### config.mk
export PLATFORM = sky130hd
export DESIGN_NAME = axi_master_ctrl
export DESIGN_NICKNAME = d
export VERILOG_FILES = /design/src/rtl/axi_pkg.sv /design/src/rtl/axi_watchdog.sv /design/src/rtl/axi_master_ctrl.sv
export SDC_FILE = /design/constraint.sdc
export NUM_CORES = 1
export LEC_CHECK = 0
export BUFFER_PORTS_ARGS = -buffer_cell sky130_fd_sc_hd__buf_2
export CORE_MARGIN = 2
export CORE_UTILIZATION = 50
export DETAILED_ROUTE_END_ITERATION = 8
export PLACE_DENSITY_LB_ADDON = 0.1
export SETUP_SLACK_MARGIN = 0.05
export SYNTH_ARGS = -nofsm -noshare
export SYNTH_HDL_FRONTEND = slang
export SYNTH_SLANG_ARGS = --single-unit
### constraint.sdc
create_clock -name clk -period 5.55 [get_ports clk]
set_clock_uncertainty 0.05 [all_clocks]
set_input_delay 1.11 -clock clk [delete_from_list [all_inputs] [get_ports clk]]
set_output_delay 1.11 -clock clk [all_outputs]
set_load 0.005 [all_outputs]
### src/rtl/axi_pkg.sv
// axi_pkg: shared state encoding and response codes for the AXI initiator
package axi_pkg;

    typedef enum logic [2:0] {
        IDLE,
        WR_REQ,
        WR_RESP,
        RD_REQ,
        RD_DATA,
        RSP
    } axi_m_state_t;

    localparam logic [1:0] RSP_OK      = 2'b00;
    localparam logic [1:0] RSP_SLVERR  = 2'b01;
    localparam logic [1:0] RSP_IDERR   = 2'b10;
    localparam logic [1:0] RSP_TIMEOUT = 2'b11;

    localparam logic [1:0] OKAY   = 2'b00;
    localparam logic [1:0] SLVERR = 2'b10;

endpackage

### src/rtl/axi_watchdog.sv
// axi_watchdog: counts cycles spent waiting on the slave and flags expiry
module axi_watchdog #(
    parameter int TIMEOUT = 255
) (
    input  logic clk,
    input  logic areset,
    input  logic clear,
    input  logic enable,
    output logic expired
);

    localparam int CW = TIMEOUT > 1 ? $clog2(TIMEOUT) : 1;

    logic [CW-1:0] cnt;

    // expired fires on the TIMEOUT-th consecutive waiting cycle; TIMEOUT=0 never fires
    assign expired = (TIMEOUT != 0) && enable && (int'(cnt) == TIMEOUT - 1);

    // wait-cycle counter, restarted on every handshake or when not waiting
    always_ff @(posedge clk or negedge areset) begin
        if (!areset)
            cnt <= '0;
        else if (clear)
            cnt <= '0;
        else if (enable && !expired)
            cnt <= cnt + 1'b1;
    end

endmodule

### src/rtl/axi_master_ctrl.sv
// axi_master_ctrl: single-outstanding AXI initiator driven by a command/response port
module axi_master_ctrl
    import axi_pkg::*;
#(
    parameter int ADDR_W  = 32,
    parameter int DATA_W  = 32,
    parameter int ID_W    = 4,
    parameter int TIMEOUT = 255
) (
    input  logic                  clk,
    input  logic                  areset,
    input  logic                  cmd_valid_i,
    output logic                  cmd_ready_o,
    input  logic                  cmd_write_i,
    input  logic [ADDR_W-1:0]     cmd_addr_i,
    input  logic [DATA_W-1:0]     cmd_wdata_i,
    input  logic [DATA_W/8-1:0]   cmd_wstrb_i,
    output logic                  rsp_valid_o,
    input  logic                  rsp_ready_i,
    output logic [DATA_W-1:0]     rsp_rdata_o,
    output logic [1:0]            rsp_status_o,
    output logic [ID_W-1:0]       awid_o,
    output logic [ADDR_W-1:0]     awaddr_o,
    output logic                  awvalid_o,
    input  logic                  awready_i,
    output logic [ID_W-1:0]       wid_o,
    output logic [DATA_W-1:0]     wdata_o,
    output logic [DATA_W/8-1:0]   wstrb_o,
    output logic                  wlast_o,
    output logic                  wvalid_o,
    input  logic                  wready_i,
    input  logic [ID_W-1:0]       bid_i,
    input  logic [1:0]            bresp_i,
    input  logic                  bvalid_i,
    output logic                  bready_o,
    output logic [ID_W-1:0]       arid_o,
    output logic [ADDR_W-1:0]     araddr_o,
    output logic                  arvalid_o,
    input  logic                  arready_i,
    input  logic [ID_W-1:0]       rid_i,
    input  logic [DATA_W-1:0]     rdata_i,
    input  logic [DATA_W/8-1:0]   rstrb_i,
    input  logic                  rlast_i,
    input  logic                  rvalid_i,
    output logic                  rready_o
);

    axi_m_state_t    state, state_nx;
    logic [ID_W-1:0] id;
    logic            aw_done, w_done;
    logic            aw_hs, w_hs, b_hs, ar_hs, r_hs, any_hs;
    logic            wait_st, expired, abort;
    logic            unused_r;

    // single beat only: the strobe and last flag on R carry no information here
    assign unused_r = ^{rstrb_i, rlast_i};

    assign cmd_ready_o = state == IDLE;
    assign rsp_valid_o = state == RSP;
    assign awvalid_o   = (state == WR_REQ) && !aw_done;
    assign wvalid_o    = (state == WR_REQ) && !w_done;
    assign bready_o    = state == WR_RESP;
    assign arvalid_o   = state == RD_REQ;
    assign rready_o    = state == RD_DATA;
    assign wlast_o     = 1'b1;
    assign awid_o      = id;
    assign wid_o       = id;
    assign arid_o      = id;

    assign aw_hs   = awvalid_o && awready_i;
    assign w_hs    = wvalid_o && wready_i;
    assign b_hs    = bready_o && bvalid_i;
    assign ar_hs   = arvalid_o && arready_i;
    assign r_hs    = rready_o && rvalid_i;
    assign any_hs  = aw_hs || w_hs || b_hs || ar_hs || r_hs;
    assign wait_st = state inside {WR_REQ, WR_RESP, RD_REQ, RD_DATA};
    assign abort   = expired && !any_hs;

    axi_watchdog #(.TIMEOUT(TIMEOUT)) u_wdog (
        .clk     (clk),
        .areset  (areset),
        .clear   (!wait_st || any_hs),
        .enable  (wait_st),
        .expired (expired)
    );

    // state register
    always_ff @(posedge clk or negedge areset) begin
        if (!areset)
            state <= IDLE;
        else
            state <= state_nx;
    end

    // next-state logic; a handshake in the same cycle as expiry wins over the abort
    always_comb begin
        state_nx = state;
        case (state)
            IDLE:    if (cmd_valid_i) state_nx = cmd_write_i ? WR_REQ : RD_REQ;
            WR_REQ:  state_nx = ((aw_done || aw_hs) && (w_done || w_hs)) ? WR_RESP : abort ? RSP : WR_REQ;
            WR_RESP: if (b_hs || abort) state_nx = RSP;
            RD_REQ:  state_nx = ar_hs ? RD_DATA : abort ? RSP : RD_REQ;
            RD_DATA: if (r_hs || abort) state_nx = RSP;
            RSP:     if (rsp_ready_i) state_nx = IDLE;
            default: state_nx = IDLE;
        endcase
    end

    // command capture, per-channel handshake tracking, response capture and ID counter
    always_ff @(posedge clk or negedge areset) begin
        if (!areset) begin
            awaddr_o     <= '0;
            wdata_o      <= '0;
            wstrb_o      <= '0;
            araddr_o     <= '0;
            aw_done      <= 1'b0;
            w_done       <= 1'b0;
            rsp_rdata_o  <= '0;
            rsp_status_o <= RSP_OK;
            id           <= '0;
        end else begin
            if (state == IDLE && cmd_valid_i) begin
                if (cmd_write_i) begin
                    awaddr_o <= cmd_addr_i;
                    wdata_o  <= cmd_wdata_i;
                    wstrb_o  <= cmd_wstrb_i;
                end else begin
                    araddr_o <= cmd_addr_i;
                end
            end
            aw_done <= (state == WR_REQ) && (aw_done || aw_hs);
            w_done  <= (state == WR_REQ) && (w_done || w_hs);
            if (b_hs) begin
                rsp_rdata_o  <= '0;
                rsp_status_o <= bid_i != id ? RSP_IDERR : bresp_i != OKAY ? RSP_SLVERR : RSP_OK;
            end else if (r_hs) begin
                rsp_rdata_o  <= rdata_i;
                rsp_status_o <= rid_i != id ? RSP_IDERR : RSP_OK;
            end else if (abort) begin
                rsp_rdata_o  <= '0;
                rsp_status_o <= RSP_TIMEOUT;
            end
            if (state == RSP && rsp_ready_i)
                id <= id + 1'b1;
        end
    end

endmodule

# After elaboration in Yosys (flattened, before gate mapping)
# Index checks and enable logic that the tools add are counted.
dict set report word_totals {
  rom_bits 0
  ramBits 0
  out_inout_bits 154
  reg_bits 151
  latchBits 0
  elab_cells 84
  mem_count 0
  input_bits 125
}
dict set report op_classes {
  eq_ne 12
  n_reduce_logical 37
  addsub 2
  n_lt_le_gt_ge 0
  bitwise_logic 1
  mul 0
  div_mod_pow 0
  n_shift 0
  muxes 21
}
# op n
set op_table {}
lappend op_table {{two-way mux 32 bit} 3}
lappend op_table {{two-way mux 3 bit} 8}
lappend op_table {{case mux 3 bit (6 select lines)} 1}
lappend op_table {{two-way mux 8 bit} 2}
lappend op_table {{logical AND 1 bit} 15}
lappend op_table {{two-way mux 2 bit} 6}
lappend op_table {{logical OR 1 bit} 9}
lappend op_table {{adder 8 x 1 -> 8 bit (second input constant)} 1}
lappend op_table {{== test 8 x 2 -> 1 bit (second input constant)} 1}
lappend op_table {{!= test 4 bit} 2}
lappend op_table {{== test 3 x 2 -> 1 bit (second input constant)} 2}
lappend op_table {{== test 3 bit (second input constant)} 2}
lappend op_table {{!= test 2 x 1 -> 1 bit (second input constant)} 3}
lappend op_table {{zero test 1 bit} 5}
lappend op_table {{adder 4 x 1 -> 4 bit (second input constant)} 1}
lappend op_table {{AND reduction 2 bit} 2}
lappend op_table {{AND reduction 4 bit} 1}
lappend op_table {{nonzero test 2 bit} 2}
lappend op_table {{nonzero test 4 bit} 1}
lappend op_table {{== test 3 x 1 -> 1 bit (second input constant)} 1}
lappend op_table {{zero test 3 bit} 1}
lappend op_table {{nonzero test 3 bit} 1}
lappend op_table {{!= test 2 bit (second input constant)} 1}
lappend op_table {{two-way mux 1 bit} 1}
lappend op_table {{NOT 1 bit} 1}

# Logic depth before layout (Yosys ltp)
# Gate-level depths: netlist of run 1.
dict set report logic_depth {
  depth_word 12
  ltp_mapped 9
  depth_no_buf 7
}

# By module
# From an unflattened synthesis of run 1, not the netlist that was laid out.
dict set report hier_totals {
  cells_unflattened 440
  area_unflattened_um2 6256.0
}
# module seq_area_each_um2 cells_per_inst area_per_inst_um2 n_inst
set modules_own_cells {}
lappend modules_own_cells {axi_master_ctrl 3578.4 392 5749.3 1}
lappend modules_own_cells {axi_watchdog 200.2 48 506.7 1}

# Worst setup path after synthesis of run 1
# OpenSTA, ideal clock, no wires.
dict set report synth_timing {
  kind {in2reg}
  start {input arready_i}
  end {register rsp_rdata_o[10]}
  path_stages 7
  setup_slack_ns 3.145
  path_buffers 2
  required_ns 5.379
  t_arrival_ns 2.234
  path_cell_list {and2_1 > o21ai_0 > and4_4 > buf_6 > nor3_4 > buf_6 > a22o_1}
}
dict set report synth_via {
  elab_chain_cells 6
}
# element line
set synth_rtl {}
lappend synth_rtl {{start: declaration} axi_master_ctrl.sv:39} ;# input logic arready_i,
lappend synth_rtl {{logical AND 1 bit} axi_master_ctrl.sv:73} ;# assign ar_hs = arvalid_o && arready_i;
lappend synth_rtl {{logical OR 1 bit (2 in a row)} axi_master_ctrl.sv:75} ;# assign any_hs = aw_hs || w_hs || b_hs || ar_hs || r_hs;
lappend synth_rtl {{zero test 1 bit} axi_master_ctrl.sv:77} ;# assign abort = expired && !any_hs;
lappend synth_rtl {{logical AND 1 bit} axi_master_ctrl.sv:77}
lappend synth_rtl {{nonzero test 3 bit (no source line)} n/a}
lappend synth_rtl {{end signal: assignment} axi_master_ctrl.sv:137} ;# rsp_rdata_o <= rdata_i;
lappend synth_rtl {{end: declaration} axi_master_ctrl.sv:20} ;# output logic [DATA_W-1:0] rsp_rdata_o,
# Every way passes these cells.
# A chain may end at the register's enable or synchronous reset.

# Worst setup path in the final report of run 1
dict set report layout_timing {
  start {register state[2]}
  end {output awvalid_o}
}
dict set report layout_via {
  elab_chain_cells 2
}
# element line
set layout_rtl {}
lappend layout_rtl {{start: declaration} axi_master_ctrl.sv:48} ;# axi_m_state_t state, state_nx;
lappend layout_rtl {{start signal: assignment} axi_master_ctrl.sv:92} ;# state <= state_nx;
lappend layout_rtl {{== test 3 x 1 -> 1 bit} axi_master_ctrl.sv:60} ;# assign awvalid_o = (state == WR_REQ) && !aw_done;
lappend layout_rtl {{logical AND 1 bit} axi_master_ctrl.sv:60}
lappend layout_rtl {{end: declaration} axi_master_ctrl.sv:24} ;# output logic awvalid_o,
# Every way passes these cells.

==> metrics.csv, run 1 <==
metric,value,unit
io_pins,279,
hpwl,10.3,mm
r2r-end,rsp_rdata_o[9]$_DFFE_PN0P_,
chipHeight,114,um
synth-edff-count,0,
ys_warn_count,0,
clk_pin_slew,0.06,ns
via_count,4385,
finalCoreUtilization,67.1,%
die_x,114,um
critPathKind,flip-flop to primary output,
core_area,12000,um^2
yosys.area_share.simple,5.31,%
first_iter_violations,217,
synthArstFlopShare,100,%
synth_fp_nets,559,
p_sw,1.38,mW
post-cts-setup-buffers,0,
hold_viol_final,0,
synth_top_family_by_area,multiplexers,
peakVddDrop,0.274,mV
worst_ep_required_time,4.39,ns
postRouteAntennaNets,0,
cts_max_level,4,
layout_commonest_cell,buf_2,
endpoint,awvalid_o,
start_util,51.0,%
drc,0,
worst-path-max-fanout,15,
crit_path_end_kind,primary output,
synth_xor_xnor_area_share,2.44,%
grt-ovfl-total,0,
rrSetupSlack,2.69,ns
r2r_start,state[2]$_DFFE_PN0P_,
netlist-cell-type-count,41,
diodes,0,
cts-root-buf,clkbuf_16,
synth.yosys.seq_area_share,62.0,%
fmax,349,MHz
nets,821,
critPathTopFamily,simple AND/OR/NAND/NOR gates,
cp.depth,3,
synth_compound_area_share,7.10,%
ys.flop_type,dfrtp_1,
insertion_delay,0.41,ns
final_cell_mix,"buf_2 (271), dfrtp_1 (151), mux2_2 (95), a22o_1 (33), nor2_1 (24)",
grt_pass1_vias,4459,
syn_area,6100,um^2
clockBufferDepth,2,
fp.dieArea,13100,um^2
rsz0062_at_grt,false,
power_frac_clock,22.8,%
tightest_slew,1.17,ns
slowest_delay,0.54,ns
ys_seq_elements,151,
synth.area.mux_share,19.0,%
power-per-cell-area,558,nW/um^2
hold_path.class,flip-flop to flip-flop,
final_max_slew_viol_count,0,
drive_gt1_share,56.8,%
wirelength,14.2,mm
seq_power_share,42.7,%
finalSetupTns,0,ns
drv_cap,0,
crit_start,state[2]$_DFFE_PN0P_,
gp_congestion,0.802,
cts_made_buffers,17,
cpMaxStageDelayCell,or3b_1,
startpoint_type,flip-flop,
cts_hold_buffers,0,
avgViaCountPerCell,5.14,
numPortBuffers,272,
period_share,51.6,%
synthAdderAreaFrac,0.616,%
cts.sinks,151,
path_cells,or3b_1 > nor2_1 > buf_2,
period_needed,2.86,ns
syn-mean-instance-area,14.1,um^2
grt_max_degree,107,
status,"finished, final reports clean",
p_int,3.10,mW
rows,40,
pwr-share-comb,34.5,%
p_leak,4.15,nW
grt_pass1_wl,22.1,mm
reg2regPathDepth,5,
antenna_found_initial,1,
finalSetupViolCount,0,
syn2layout_area_growth,31.6,%
syn_inst,431,
post_cts_resized,0,
arrival,1.70,ns
wire_per_inst,16.7,um
cts_tree,built,
critPathBufInv,1,
grt_usage,22.0,%
max_slew_margin,21.7,%
dr.pass1.iters,5,
swShare,30.8,%
routing by layer:
metal	GRT usage, %	part of all wire [%]	vias up
met5	0	0.056	-
met4	9.11	2.2	2
met3	8.79	9.4	27
met2	36.2	48	186
met1	25.8	40	2117
li1	-	-	2053
power groups by stage:
stage | logic, mW | registers [mW] | clock network (mW)
floorplan | 0.774 | 1.94 | 0
global placement | 1.53 | 1.89 | 0
detailed placement | 1.56 | 1.93 | 0
CTS | 1.57 | 1.91 | 1.05
global route | 1.70 | 1.98 | 1.10
finish | 1.54 | 1.91 | 1.02
worst reg2reg max path, stage by stage, from the launching register on:
cell     delay (ns)
dfrtp_1        0.51
or3b_1         0.54
a21o_1         0.23
and4_4         0.23
nor3_4         0.95
a22o_1         0.28
sequential cells by signal, indices dropped and copies added, names as in the netlist:
signal,count
wdata_o,32
rsp_status_o,2
araddr_o,32
aw_done,1
w_done,1
state,3
wstrb_o,4
u_wdog.cnt,8
arid_o,4
awaddr_o,32
rsp_rdata_o,32
Yosys cell counts (all sizes together), types with 3 or more instances:
library cell | instances | area share [%]
clkbuf | 7 | 0.43
and3 | 3 | 0.31
a21oi | 3 | 0.25
xor2 | 14 | 2.0
nor2 | 24 | 1.5
nand3 | 4 | 0.33
nand4 | 5 | 0.51
nor3 | 3 | 0.43
nor2b | 3 | 0.31
nand2 | 9 | 0.55
a22o | 33 | 4.7
mux2 | 101 | 19
buf | 25 | 2.7
ha | 3 | 0.62
dfrtp | 151 | 62
xnor2 | 3 | 0.43
o22ai | 3 | 0.31
o21ai | 7 | 0.57
inv | 6 | 0.37
nand2b | 3 | 0.31
cells by family (layout without fill, tap and decap cells):
group,Yosys count,count (layout)
DFF,151,151
muxes,103,103
and+or+nand+nor,63,63
AOI/OAI and AO/OA,55,55
buffers and inverters,38,313
xor gates and xnor gates,17,17
adders and majority gates,3,3
other,1,1
metrics by stage:
| stage | power [mW] | area [um^2] | hold slack (ns) | setup slack (ns) | std cells |
|---|---|---|---|---|---|
| floorplan | 2.72 | 6100 | 0.433 | 3.15 | 431 |
| CTS | 4.54 | 8020 | 0.438 | 2.67 | 853 |
| global route | 4.78 | 8020 | 0.459 | 2.50 | 853 |
| finish | 4.48 | 8020 | 0.430 | 2.69 | 853 |
| detailed placement | 3.49 | 7490 | 0.424 | 2.43 | 821 |
| global placement | 3.42 | 7490 | 0.413 | 2.55 | 821 |
worst min-delay path by stage:
stage                             startpoint                        to  slack (ns)  depth (start not counted)
floorplan           araddr_o[19]$_DFFE_PN0P_  araddr_o[19]$_DFFE_PN0P_        0.43                          1
CTS                  araddr_o[5]$_DFFE_PN0P_   araddr_o[5]$_DFFE_PN0P_        0.44                          1
global placement    araddr_o[20]$_DFFE_PN0P_  araddr_o[20]$_DFFE_PN0P_        0.41                          1
global route         araddr_o[3]$_DFFE_PN0P_   araddr_o[3]$_DFFE_PN0P_        0.46                          1
detailed placement   araddr_o[5]$_DFFE_PN0P_   araddr_o[5]$_DFFE_PN0P_        0.42                          1
finish               araddr_o[5]$_DFFE_PN0P_   araddr_o[5]$_DFFE_PN0P_        0.43                          1
final cells by class:
| class | count | area [um^2] |
|---|---|---|
| fill | 950 | 3940 |
| sequential | 151 | 3780 |
| multi-input combinational | 242 | 2120 |
| timing repair buffer | 275 | 1390 |
| clock buffer | 25 | 485 |
| tap | 147 | 184 |
| clock inverter | 7 | 46.3 |
| inverter | 6 | 22.5 |
Power figures use the tool's default switching activity.
==> run 2, diff against run 1 <==
--- a/config.mk
+++ b/config.mk
@@ -5,9 +5,10 @@
 export SDC_FILE = /design/constraint.sdc
 export NUM_CORES = 1
 export LEC_CHECK = 0
+export ABC_AREA = 1
 export BUFFER_PORTS_ARGS = -buffer_cell sky130_fd_sc_hd__buf_2
 export CORE_MARGIN = 2
-export CORE_UTILIZATION = 50
+export CORE_UTILIZATION = 43
 export DETAILED_ROUTE_END_ITERATION = 8
 export PLACE_DENSITY_LB_ADDON = 0.1
 export SETUP_SLACK_MARGIN = 0.05
==> constraint.sdc (replaced) <==
create_clock -name clk -period 2.6 [get_ports clk]
set_clock_uncertainty 0.05 [all_clocks]
set_input_delay 0.52 -clock clk [delete_from_list [all_inputs] [get_ports clk]]
set_output_delay 0.52 -clock clk [all_outputs]
set_load 0.005 [all_outputs]
==> metrics.csv, run 2 <==
metric,value,unit
syn2layout_area_growth,33.0,%
yosysMostFrequentCell,nand2_1,
drv_cap,0,
syn-mean-instance-area,10.2,um^2
insertion_delay,0.41,ns
rrSetupSlack,0.67,ns
synth_largest_area_cell,dfrtp_1,
regArea,3780,um^2
cts_hold_buffers,0,
endpoint,arvalid_o,
fillCellCount,1317,
placed_area,7820,um^2
fin_cells,1079,
crit_start,state[1]$_DFFE_PN0P_,
dr.pass1.iters,7,
period_needed,2.11,ns
syn_area,6320,um^2
max_slew_margin,60.0,%
synthTopCellsByArea,"dfrtp_1 (60%), nand2_1 (11%), mux2_1 (6.6%)",
period_share,81.0,%
r2r-end,rsp_status_o[1]$_DFFE_PN0P_,
ys_seq_elements,151,
diodes,0,
wire_per_inst,14.4,um
final_cell_mix,"buf_2 (271), nand2_1 (185), dfrtp_1 (151), inv_1 (52), mux2_1 (37)",
wirelength,15.5,mm
grt_usage,20.2,%
io_pins,279,
first_iter_violations,172,
placed_cells,1049,
syn_inst,617,
post-cts-setup-buffers,0,
avgViaCountPerCell,4.75,
r2r_start,u_wdog.cnt[0]$_DFFE_PN0P_,
postRouteAntennaNets,0,
chipHeight,125,um
arrival,1.54,ns
layout_commonest_cell,buf_2,
netlist-cell-type-count,39,
status,"finished, final reports clean",
die_x,125,um
cts_tree,built,
reg2regPathDepth,11,
clockBufferDepth,2,
synth_fp_nets,745,
crit_path_end_kind,primary output,
multi_input_comb_area,2130,um^2
hold_viol_final,0,
synth.yosys.seq_area_share,59.8,%
numPortBuffers,272,
final_max_slew_viol_count,0,
synth-edff-count,0,
rows,44,
synthArstFlopShare,100,%
hold_path.class,input port to asynchronous set/reset pin,
fp.dieArea,15700,um^2
finalSetupViolCount,0,
fin_area,8400,um^2
synthTopCellsByCount,"nand2_1 (185), dfrtp_1 (151), inv_1 (52), mux2_1 (37), o21a_1 (32)",
worst-path-max-fanout,7,
grt-ovfl-total,0,
peakVddDrop,0.495,mV
clk_pin_slew,0.06,ns
p_leak,4.54,nW
drive_gt1_share,37.0,%
cts_max_level,4,
antenna_found_initial,0,
tightest_slew,0.600,ns
post_cts_resized,0,
via_count,5128,
fin_ws,0.495,ns
critPathKind,flip-flop to primary output,
drc,0,
grt_pass1_vias,5153,
nets,1012,
ys_warn_count,0,
cts.sinks,151,
cts_made_buffers,17,
synthDominantCellAreaShare,59.8,%
startpoint_type,flip-flop,
rsz0062_at_grt,false,
gp_congestion,0.888,
finalSetupTns,0,ns
hpwl,11.6,mm
pre_cts_ws,0.662,ns
power.total,9.72,mW
cts-root-buf,clkbuf_16,
start_util,43.8,%
grt_max_degree,55,
ys.flop_type,dfrtp_1,
power-per-cell-area,1160,nW/um^2
worst_ep_required_time,2.03,ns
fmax,475,MHz
grt_pass1_wl,25.3,mm
core_area,14400,um^2
## run 2: cell count changes after synthesis, moves of 6 or more
cell / previous run / this run
o21ai_0: 7 / 28
nand2_1: 9 / 185
o21ai_1: 0 / 14
mux2_2: 95 / 1
xor2_1: 14 / 6
o21a_1: 2 / 32
nor2_1: 24 / 13
mux2_1: 6 / 37
a22o_1: 33 / 0
inv_1: 6 / 52
inv_2: 0 / 6
## run 2: worst min path at each step
stage	to	slack [ns]	cells past startpoint
after floorplan	araddr_o[0]$_DFFE_PN0P_	0.17	0
after global placement	rsp_rdata_o[5]$_DFFE_PN0P_	0.40	2
after detailed placement	rsp_rdata_o[17]$_DFFE_PN0P_	0.40	2
after CTS	rsp_rdata_o[19]$_DFFE_PN0P_	0.005	1
after global routing	rsp_rdata_o[19]$_DFFE_PN0P_	0.03	1
final	rsp_rdata_o[19]$_DFFE_PN0P_	0.003	1
## run 2: cell type report
type	instances	area share, %
Clock buffer	22	5.41
Clock inverter	8	1.49
Inverter	60	2.71
Multi-Input combinational cell	375	25.3
Sequential cell	151	45.0
Tap cell	184	2.74
Timing Repair Buffer	279	17.3
## run 2: per-layer routing
| metal | vias to the layer above | track usage (%) | routed length [um] |
|---|---|---|---|
| met5 | - | 0 | 0 |
| met3 | 18 | 6.72 | 1300 |
| met4 | 0 | 7.52 | 310 |
| met1 | 2417 | 24.5 | 6430 |
| met2 | 205 | 33.6 | 7490 |
| li1 | 2488 | - | - |
## run 2: worst max-delay path: stages, from the launching register on
cell	delay, ns
dfrtp_1	0.49
inv_1	0.13
nor3_2	0.33
buf_2	0.18
## run 2: power breakdown
| part | total [mW] | switching, mW | internal (mW) |
|---|---|---|---|
| combinational | 3.27 | 1.67 | 1.60 |
| clock | 2.43 | 0.903 | 1.52 |
| sequential | 4.02 | 0.615 | 3.40 |
## run 2: through the flow
step                utilization, %  hold slack, ns
global placement              54.2           0.400
CTS                           58.3         0.00519
finish                        58.3         0.00314
detailed placement            54.2           0.403
floorplan                        -           0.174
global route                  58.3          0.0290
## run 2: kinds of logic after synthesis
family / synth area share, %
AOI/OAI and AO/OA: 8.00
xor gates and xnor gates: 1.94
adders and majority gates: 0.594
buffers and inverters: 6.60
DFF: 59.8
muxes: 6.77
other: 0.0594
and+or+nand+nor: 16.2
==> run 3, diff against run 2 <==
==> constraint.sdc (replaced) <==
create_clock -name clk -period 1.9 [get_ports clk]
set_clock_uncertainty 0.05 [all_clocks]
set_input_delay 0.38 -clock clk [delete_from_list [all_inputs] [get_ports clk]]
set_output_delay 0.38 -clock clk [all_outputs]
set_load 0.005 [all_outputs]
==> metrics.csv, run 3 (same netlist as run 2, synthesis figures left out) <==
metric,value,unit
status,"finished, final reports clean",
cts_max_level,4,
placed_area,7950,um^2
wirelength,15.7,mm
gp_congestion,0.863,
fin_cells,1096,
clockBufferDepth,2,
hpwl,11.8,mm
grt_usage,20.5,%
crit_path_end_kind,primary output,
cts_tree,built,
finalSetupViolCount,0,
arrival,1.37,ns
cpMaxStageDelayCell,dfrtp_2,
cts_made_buffers,17,
slowest_delay,0.49,ns
worst-path-max-fanout,7,
wire_per_inst,14.3,um
rrSetupSlack,0.20,ns
drv_cap,0,
cp.depth,4,
dr.pass1.iters,5,
period_share,94.6,%
worst_ep_required_time,1.47,ns
cts.sinks,151,
final_max_slew_viol_count,0,
nets,1027,
insertion_delay,0.42,ns
worst_hold_slack,0.116,ns
path_cells,nor2_4 > nand2_4 > inv_4 > buf_2,
fin_area,8660,um^2
reg2regPathDepth,6,
power.total,13.7,mW
hold_path.class,input port to flip-flop,
finalSetupTns,0,ns
critPathBufInv,2,
core_area,14400,um^2
cts-root-buf,clkbuf_16,
grt_pass1_wl,25.7,mm
startpoint_type,flip-flop,
io_pins,279,
rows,44,
antenna_found_initial,0,
fillCellCount,1294,
fp.dieArea,15700,um^2
layout_commonest_cell,buf_2,
numPortBuffers,272,
p_leak,4.65,nW
die_x,125,um
postRouteAntennaNets,0,
drc,0,
chipHeight,125,um
r2r_start,state[1]$_DFFE_PN0P_,
clk_pin_slew,0.06,ns
diodes,0,
via_count,5189,
drive_gt1_share,39.5,%
hold_viol_final,0,
syn2layout_area_growth,37.2,%
avgViaCountPerCell,4.73,
grt_max_degree,54,
placed_cells,1057,
start_util,43.8,%
critPathTopFamily,flip-flops,
first_iter_violations,235,
grt_pass1_vias,5254,
r2r-end,araddr_o[31]$_DFFE_PN0P_,
period_needed,1.80,ns
power-per-cell-area,1580,nW/um^2
final_cell_mix,"buf_2 (271), nand2_1 (184), dfrtp_1 (149), inv_1 (49), mux2_1 (37)",
peakVddDrop,0.826,mV
grt-ovfl-total,0,
fmax,556,MHz
rsz0062_at_grt,false,
crit_start,state[1]$_DFFE_PN0P_,
endpoint,cmd_ready_o,
critPathKind,flip-flop to primary output,
-- run 3: stage by stage --
step	util [%]	setup slack, ns
floorplan	-	0.236
detailed placement	55.1	0.104
global route	60.1	0.0334
global placement	55.1	0.140
CTS	59.5	0.0283
finish	60.1	0.103
-- run 3: layer usage --
| layer | vias to the layer above | wire, um | global-route usage (%) |
|---|---|---|---|
| li1 | 2517 | - | - |
| met5 | - | 0 | 0 |
| met1 | 2420 | 6540 | 25.0 |
| met3 | 32 | 1310 | 7.10 |
| met2 | 220 | 7370 | 33.3 |
| met4 | 0 | 442 | 8.50 |
-- run 3: worst min-delay path by stage --
stage                      from                     endpoint  slack (ns)  cells after the start
floorplan                areset      araddr_o[0]$_DFFE_PN0P_        0.03                      0
global placement         areset  rsp_rdata_o[20]$_DFFE_PN0P_        0.25                      1
detailed placement       areset  rsp_rdata_o[18]$_DFFE_PN0P_        0.25                      1
CTS                 rdata_i[27]  rsp_rdata_o[27]$_DFFE_PN0P_         0.1                      3
global route        rdata_i[24]  rsp_rdata_o[24]$_DFFE_PN0P_        0.11                      3
finish              rdata_i[22]  rsp_rdata_o[22]$_DFFE_PN0P_        0.12                      3
-- run 3: worst reg2reg max path, stage by stage (launching register included) --
cell	delay (ns)
dfrtp_2	0.49
nor2_4	0.17
nand2_4	0.10
inv_4	0.08
nand2_1	0.08
nor2_4	0.25
mux2_2	0.37
-- run 3: power by group --
group	switching, mW	leakage (nW)	internal (mW)
clock network	1.35	0.289	2.15
registers	0.845	1.85	4.66
logic	2.35	2.51	2.31
-- run 3: final cells by class --
cell class / instances / area [um^2] / share of cell area (%)
Sequential cell: 151 / 3780 / 43.6
Multi-Input combinational cell: 375 / 2160 / 25.0
Timing Repair Buffer: 294 / 1640 / 18.9
Clock buffer: 19 / 453 / 5.23
Inverter: 60 / 235 / 2.71
Tap cell: 184 / 230 / 2.66
Clock inverter: 13 / 168 / 1.94
-- run 3: repair_timing --
item | CTS | global route
hold buffers | 1 | 0
endpoints found under the setup margin | 4 | 46
pin swaps | 0 | 2
resized for setup | 1 | 14
buffers inserted | 0 | 6
hold endpoints to repair | 29 | 0
